File: config.mk
export PLATFORM = sky130hd
export DESIGN_NAME = energy_accumulator
export DESIGN_NICKNAME = d
export VERILOG_FILES = /design/src/rtl/energy_accumulator.sv
export SDC_FILE = /design/constraint.sdc
export NUM_CORES = 1
export LEC_CHECK = 0
export BUFFER_PORTS_ARGS = -buffer_cell sky130_fd_sc_hd__buf_2
export CAP_MARGIN = 20
export CORE_MARGIN = 5
export CORE_UTILIZATION = 50
export DETAILED_ROUTE_END_ITERATION = 10
export PLACE_DENSITY = 0.72
export SKIP_CTS_REPAIR_TIMING = 1
export SLEW_MARGIN = 10
export SYNTH_ARGS = -nofsm -noshare
export SYNTH_HDL_FRONTEND = slang
export SYNTH_SLANG_ARGS = --single-unit
export TNS_END_PERCENT = 20
File: constraint.sdc
create_clock -name clk_i -period 9.4 [get_ports clk_i]
set_input_delay 1.88 -clock clk_i [delete_from_list [all_inputs] [get_ports clk_i]]
set_output_delay 1.88 -clock clk_i [all_outputs]
set_load 0.02 [all_outputs]
File: src/rtl/energy_accumulator.sv
// Energy accumulator: sums signed partial-energy beats into a saturating
// total, one run per start, handing the result off with a valid/ready pair.
module energy_accumulator #(
  parameter int PARALLELISM      = 4,
  parameter int COUNTER_BITWIDTH = 8,
  parameter int PARTIAL_BITWIDTH = 16,
  parameter int ENERGY_BITWIDTH  = 32
) (
  input  logic                                     clk_i,
  input  logic                                     rst_ni,
  input  logic                                     en_i,
  input  logic                                     config_valid_i,
  input  logic [COUNTER_BITWIDTH-1:0]              config_target_i,
  input  logic                                     start_i,
  input  logic                                     partial_valid_i,
  output logic                                     partial_ready_o,
  input  logic [PARALLELISM*PARTIAL_BITWIDTH-1:0]  partial_i,
  output logic [COUNTER_BITWIDTH-1:0]              step_idx_o,
  output logic                                     energy_valid_o,
  input  logic                                     energy_ready_i,
  output logic [ENERGY_BITWIDTH-1:0]               energy_o,
  output logic                                     overflow_o,
  output logic                                     busy_o
);

  localparam int P  = PARALLELISM;
  localparam int C  = COUNTER_BITWIDTH;
  localparam int PW = PARTIAL_BITWIDTH;
  localparam int E  = ENERGY_BITWIDTH;
  localparam int SW = PW + $clog2(P);
  localparam int CW = C + 1;
  // Add width must also hold the full lane sum when it is wider than E.
  localparam int AW = ((E > SW) ? E : SW) + 1;

  localparam logic signed [E-1:0] E_MAX = {1'b0, {(E-1){1'b1}}};
  localparam logic signed [E-1:0] E_MIN = {1'b1, {(E-1){1'b0}}};

  typedef enum logic [1:0] {
    IDLE  = 2'd0,
    ACCUM = 2'd1,
    DONE  = 2'd2
  } state_t;

  state_t               r_state;
  logic [C-1:0]         r_target;
  logic [C-1:0]         r_step;
  logic signed [E-1:0]  r_acc;
  logic signed [E-1:0]  r_energy;
  logic                 r_ovf;
  logic                 r_evalid;

  logic signed [SW-1:0] w_lane_sum;
  logic signed [AW-1:0] w_acc_wide;
  logic [AW-E:0]        w_hi;
  logic                 w_ovf;
  logic signed [E-1:0]  w_acc_sat;
  logic [C-1:0]         w_step_nxt;
  logic                 w_last;

  always_comb begin
    w_lane_sum = '0;
    for (int k = 0; k < P; k++) begin
      w_lane_sum = w_lane_sum
                 + SW'($signed(partial_i[k*PW +: PW]));
    end
  end

  assign w_acc_wide = AW'(r_acc) + AW'(w_lane_sum);
  assign w_hi       = w_acc_wide[AW-1:E-1];
  assign w_ovf      = !((&w_hi) || (~|w_hi));

  always_comb begin
    w_acc_sat = w_acc_wide[E-1:0];
    if (w_ovf) begin
      w_acc_sat = w_acc_wide[AW-1] ? E_MIN : E_MAX;
    end
  end

  assign w_step_nxt = r_step + C'(P);
  assign w_last     = ({1'b0, r_step} + CW'(P))
                    > {1'b0, r_target};

  assign partial_ready_o = (r_state == ACCUM) && en_i;
  assign step_idx_o      = r_step;
  assign energy_valid_o  = r_evalid;
  assign energy_o        = r_energy;
  assign overflow_o      = r_ovf;
  assign busy_o          = (r_state != IDLE);

  always_ff @(posedge clk_i or negedge rst_ni) begin
    if (!rst_ni) begin
      r_state  <= IDLE;
      r_target <= '1;
      r_step   <= '0;
      r_acc    <= '0;
      r_energy <= '0;
      r_ovf    <= 1'b0;
      r_evalid <= 1'b0;
    end else if (en_i) begin
      case (r_state)
        IDLE: begin
          if (config_valid_i) begin
            r_target <= config_target_i;
          end
          if (start_i) begin
            r_state <= ACCUM;
            r_acc   <= '0;
            r_step  <= '0;
            r_ovf   <= 1'b0;
          end
        end
        ACCUM: begin
          if (partial_valid_i) begin
            r_acc  <= w_acc_sat;
            r_step <= w_step_nxt;
            if (w_ovf) begin
              r_ovf <= 1'b1;
            end
            if (w_last) begin
              r_state  <= DONE;
              r_energy <= w_acc_sat;
              r_evalid <= 1'b1;
            end
          end
        end
        DONE: begin
          if (energy_ready_i) begin
            r_state  <= IDLE;
            r_evalid <= 1'b0;
          end
        end
        default: begin
          r_state  <= IDLE;
          r_evalid <= 1'b0;
        end
      endcase
    end
  end

endmodule
==> metrics, run 1 <==
Metal-1 WL=about 8000 um; number of endpoints failing setup at the final stage=0; worst reg2reg path startpoint=r_acc[31]; via count of the first global-routing pass=~6,200; Detail Placement HPWL=between 10,000 and 15,000 um; clock tree from TritonCTS=done; maximum clock frequency=about 130 MHz; required time of the critical path=approximately 9.7 ns; remaining global-route overflow=0; TritonCTS Sinks=slightly above 80; Final Critical Period=between 7 and 8 ns; drc violations=0; highest metal used=met4; cell with the most instances after synthesis=inv_1; transition time of the tightest slew-check pin=1.00 ns; floorplan die area=between 15,000 and 20,000 um2; number of synthesized flops with an enable pin=0; row count=44; crit path max fanout=17; normalized max-slew margin=about a third; endpoint with the worst hold slack=energy_o[27]; die extent in x=132 um; Synth Flop Type=dfrtp_1; Inserted Diodes=0; initial antenna violation count=0; number of H-tree levels=3; unrepaired setup endpoints after global routing=no; status=finished clean; fraction of layout cells with a size suffix above 1=between 20 and 25%; MaxCap Viol Count=0; post-route clock period utilization=between 80% and 90%; Routed wire per std cell=~16 um; data arrival time of the worst path=around 8.0 ns; buffer levels on the longest clock path=2; Slew Limit Fails=0; number of top-level design ports=roughly 120; Critical Path End Type=flop; amount of wire on met3 after detailed routing=1090 um; type of origin of the critical path=input pin; vias per cell=5.38; commonest cells in the synthesized netlist=inv_1, nand2_1, dfrtp_1; Yosys warning count=0; Tot GR Track Use=around a fifth; hold violation count in the final report=0; count of filler cells inserted in the layout=1,303; internal reg-to-reg setup slack=4.70 ns; starting density of the core=between 50% and 60%; largest cells by area after synthesis=dfrtp_1, fa_1, inv_1; first-pass detailed-route iteration total=5; sequential-to-total area share from yosys stat=about 28%; share of the synthesized area in the top cell type=about a quarter; capturing point of the worst reg2reg path=r_acc[26]; Hold Path Origin=energy_o[27]; antenna violation net count after detailed routing=0; Hold Crit Class=flop to flop; flip-flop and latch count after synthesis=82; post-synthesis instance area=approximately 7500 um2; last weighted congestion value of the routability-driven placer=a little over 0.9; layout overhead on the synthesized area=14.1%; starting DRC count in detailed routing=about 420; cell chosen for the clock root=clkbuf_16; Clock Skews=about 0.008 ns; wire length of the first global-routing pass=30,700 um; WL final=between 15,000 and 20,000 um; Syn Area/Cell=8.78 um2; count of unique library cells instantiated by Yosys=65; insertion delay of the later-clocked pin in the worst-skew pair=roughly 0.34 ns; port buffer count=120; vias post-DR=about 6,200; net count of the finished layout=~1,100; number of instances in the synthesized netlist=850; Clk pin slew, worst setup/hold paths=about 0.070 ns; Die Height=132 um; number of cells on the worst reg-to-reg path=11; largest net degree at the start of global routing=between 60 and 70; async set or reset register ratio after synthesis=100%; cell type with the largest total area after synthesis=dfrtp_1; number of CTS-inserted buffers=9; total negative slack=0 ns; met2 routed wirelength=8660 um; path type of the worst setup path=input pin to flop; Core Region=around 15,000 um2; worst hold path stage count=2
==> worst max-delay path by stage <==
stage                     slack, ns  depth (start not counted)          start         to
after floorplan                2.95                         18  partial_i[15]  r_acc[27]
after global placement         1.18                         17  partial_i[15]  r_acc[25]
after detailed placement       0.96                         17  partial_i[15]  r_acc[26]
after CTS                      1.32                         17  partial_i[15]  r_acc[26]
after global routing           1.22                         18  partial_i[15]  r_acc[14]
final                          1.70                         18  partial_i[15]  r_acc[26]
==> flip-flops by register name, summed over array words and instances, names as in the netlist <==
register / count
step_idx_o: 6
r_acc: 32
r_target: 8
energy_o: 32
overflow_o: 1
r_state: 2
energy_valid_o: 1
==> per-layer routing <==
metal	vias up	GRT usage (%)
met3	15	2.94
li1	2972	-
met2	191	33.7
met4	0	4.81
met1	2990	30.4
met5	-	0
==> critical path: stages <==
cell and delay, ns:
buf_2 0.07, inv_1 0.05, fa_1 0.53, inv_1 0.08, fa_1 0.50, inv_1 0.69, fa_1 0.55, inv_1 0.07
ha_1 0.29, a21oi_1 0.21, nor2_1 0.09, a2111oi_0 0.61, nand3_1 0.22, o21ai_4 0.24, xor2_2 0.74, nand3_1 0.64
buf_8 0.36, o211ai_1 0.10
==> cells by family after synthesis <==
logic type | after synthesis | synth area share (%)
buffers and inverters | 227 | 12.3
AOI/OAI and AO/OA | 222 | 20.8
and+or+nand+nor | 177 | 10.5
adders and majority gates | 105 | 24.0
DFF | 82 | 27.6
xor gates and xnor gates | 32 | 4.05
muxes | 4 | 0.603
other | 1 | 0.0502
==> placed cells by master, fill, tap and decap left out, drive strengths merged, types with 19 or more instances in the layout <==
| cell type | n |
|---|---|
| a21oi | 68 |
| buf | 127 |
| fa | 64 |
| dfrtp | 74 |
| ha | 40 |
| xnor2 | 19 |
| o21ai | 57 |
| nor2 | 41 |
| inv | 199 |
| nand2 | 86 |
| o211ai | 24 |
| a21o | 19 |
==> final cells by class <==
class	instances	area [um2]	share of cell area, %
flip-flops and latches	82	2060	24.2
well taps	184	230	2.70
repair buffers	127	663	7.78
clock buffers	9	225	2.64
clock inverters	7	106	1.25
multi-input cells	542	4500	52.8
inverters	195	732	8.59
==> per-stage QoR <==
step                utilization (%)  instances  area (um2)  setup slack, ns  hold slack, ns
finish                         58.4       1146        8520             1.70           0.482
global route                   58.4       1146        8520             1.22           0.516
CTS                            58.3       1145        8500             1.32           0.486
detailed placement             56.0       1129        8170            0.962           0.470
global placement               56.0       1129        8170             1.18           0.461
floorplan                         -        851        7470             2.95           0.449
Power of run 1 is left out: the tool's default activity adds up to more than one toggle a clock period on the data nets, which glitch-free logic cannot reach.
==> run 2, diff against run 1 <==
clock period = 8 ns   (was 9.4 ns; I/O delays follow)
==> run 2 against run 1 <==
Against the previous run:
- final cell count is 0.26% higher
- register-to-register slack got worse by 0.98 ns
- global-route usage up 0.15 points
- highest routed layer unchanged
- critical path type unchanged
- die area stayed put
- critical path depth up 1
- utilization increased by 0.077 points
- sequential cell count unchanged
==> metrics, run 2 (synthesis gave the netlist of run 1 again) <==
status=finished clean (unchanged); port buffer count=120 (unchanged); layout overhead on the synthesized area=14.2% (was 14.1%); MaxCap Viol Count=0 (unchanged); number of cells on the worst reg-to-reg path=15 (was 11); path type of the worst setup path=input pin to flop (unchanged); remaining global-route overflow=0 (unchanged); crit path max fanout=17 (unchanged); TritonCTS Sinks=82 (unchanged); buffer levels on the longest clock path=2 (unchanged); type of origin of the critical path=input pin (unchanged); Slew Limit Fails=0 (unchanged); clock tree from TritonCTS=done (unchanged); vias post-DR=6,170 (was 6,168); insertion delay of the later-clocked pin in the worst-skew pair=0.34 ns (about the same); Clock Skews=0.00614 ns (was 0.00797 ns); number of CTS-inserted buffers=9 (unchanged); via count of the first global-routing pass=6,124 (was 6,210); normalized max-slew margin=37.4% (was 33.2%); starting DRC count in detailed routing=420 (was 424); leading cell types in the layout, fill and taps excluded=inv_1, buf_2, nand2_1 (unchanged); transition time of the tightest slew-check pin=0.939 ns (was 1.00 ns); Inserted Diodes=0 (unchanged); unrepaired setup endpoints after global routing=no (unchanged); Worst setup startpoint=partial_i[15] (unchanged); Final Critical Period=6.78 ns; net count of the finished layout=1,143 (was 1,140); internal reg-to-reg setup slack=3.72 ns (was 4.70 ns); Routed wire per std cell=15.7 um (about the same); area of the multi-input gates=4500 um2 (unchanged); fraction of layout cells with a size suffix above 1=20.9% (was 20.8%); capturing point of the worst reg2reg path=r_acc[17] (was r_acc[26]); Detail Placement HPWL=14,000 um (about the same); Clk pin slew, worst setup/hold paths=0.06 ns (was 0.07 ns); number of H-tree levels=3 (unchanged); vias per cell=5.37 (was 5.38); floorplan die area=17,500 um2 (unchanged); post-route clock period utilization=84.7%; drc violations=0 (unchanged); Die Height=132 um (unchanged); Critical Path End Type=flop (unchanged); die extent in x=132 um (unchanged); Core Region=14,600 um2 (unchanged); number of endpoints failing setup at the final stage=0 (unchanged); last weighted congestion value of the routability-driven placer=0.916 (was 0.918); row count=44 (unchanged); most common cell after layout, fill and taps aside=inv_1 (unchanged); required time of the critical path=8.22 ns (was 9.65 ns); number of top-level design ports=123 (unchanged); WL final=18,100 um (was 18,000 um); worst reg2reg path startpoint=r_acc[1] (was r_acc[31]); initial antenna violation count=0 (unchanged); Hold Crit Class=flop to flop (unchanged); data arrival time of the worst path=7.00 ns (was 7.95 ns); cell chosen for the clock root=clkbuf_16 (unchanged); maximum clock frequency=between 100 and 150 MHz; register area=2060 um2 (unchanged); Tot GR Track Use=21.2% (was 21.0%); first-pass detailed-route iteration total=5 (unchanged); largest net degree at the start of global routing=73 (was 62); count of filler cells inserted in the layout=1,302 (was 1,303); hold violation count in the final report=0 (unchanged); antenna violation net count after detailed routing=0 (unchanged); starting density of the core=51.2% (unchanged); capturing element of the worst setup path=energy_o[16] (was r_acc[26]); wire length of the first global-routing pass=30,800 um (was 30,700 um); total negative slack=0 ns (unchanged)
## run 2: cell count changes in the layout (fill, tap and decap cells not counted), sizes merged
cell	previous run	this run
clkbuf	9	11
buf	127	130
clkinv	1	0
inv	199	197
clkinvlp	0	1
## run 2: worst max-delay path: stages
cell and delay (ns):
buf_2 0.07, inv_1 0.04, fa_1 0.52, inv_1 0.07
fa_1 0.50, inv_1 0.67, fa_1 0.55, inv_1 0.07
ha_1 0.29, a21oi_1 0.22, nor2_1 0.09, a2111oi_0 0.61
nand3_1 0.23, o21ai_4 0.24, xor2_2 0.09, buf_4 0.24
a21oi_4 0.39, buf_4 0.36, a21oi_2 0.09
## run 2: worst min-delay path by stage
stage | start | to | slack [ns] | cells past startpoint
detailed placement | r_acc[28] | r_acc[28] | 0.47 | 2
global placement | energy_o[27] | energy_o[27] | 0.46 | 2
global route | r_acc[28] | r_acc[28] | 0.52 | 2
finish | energy_o[27] | energy_o[27] | 0.49 | 2
CTS | energy_o[28] | energy_o[28] | 0.49 | 2
floorplan | r_acc[1] | r_acc[1] | 0.45 | 2
## run 2: routing by layer
metal	vias to the layer above	wire length (um)	global-route usage [%]
li1	2971	-	-
met1	2985	8370	30.2
met2	185	8470	34.0
met3	29	883	3.21
met4	0	365	5.60
met5	-	0	0
## run 2: metrics by stage
step / hold WS (ns) / setup WS (ns) / instance area, um2 / cells / util [%]
3_5_place_dp: 0.474 / 0.874 / 8200 / 1133 / 56.2
6_report: 0.485 / 1.22 / 8530 / 1149 / 58.5
3_3_place_gp: 0.460 / 1.03 / 8200 / 1133 / 56.2
2_1_floorplan: 0.449 / 1.83 / 7470 / 851 / -
4_1_cts: 0.486 / 1.19 / 8530 / 1149 / 58.5
5_1_grt: 0.519 / 0.721 / 8530 / 1149 / 58.5
## run 2: cell type report
class	instances	area share, %
Tap cell	184	2.70
Multi-Input combinational cell	542	52.8
Clock buffer	11	2.85
Clock inverter	5	0.997
Sequential cell	82	24.2
Inverter	195	8.58
Timing Repair Buffer	130	7.95
Power of run 2 is left out for the same reason.
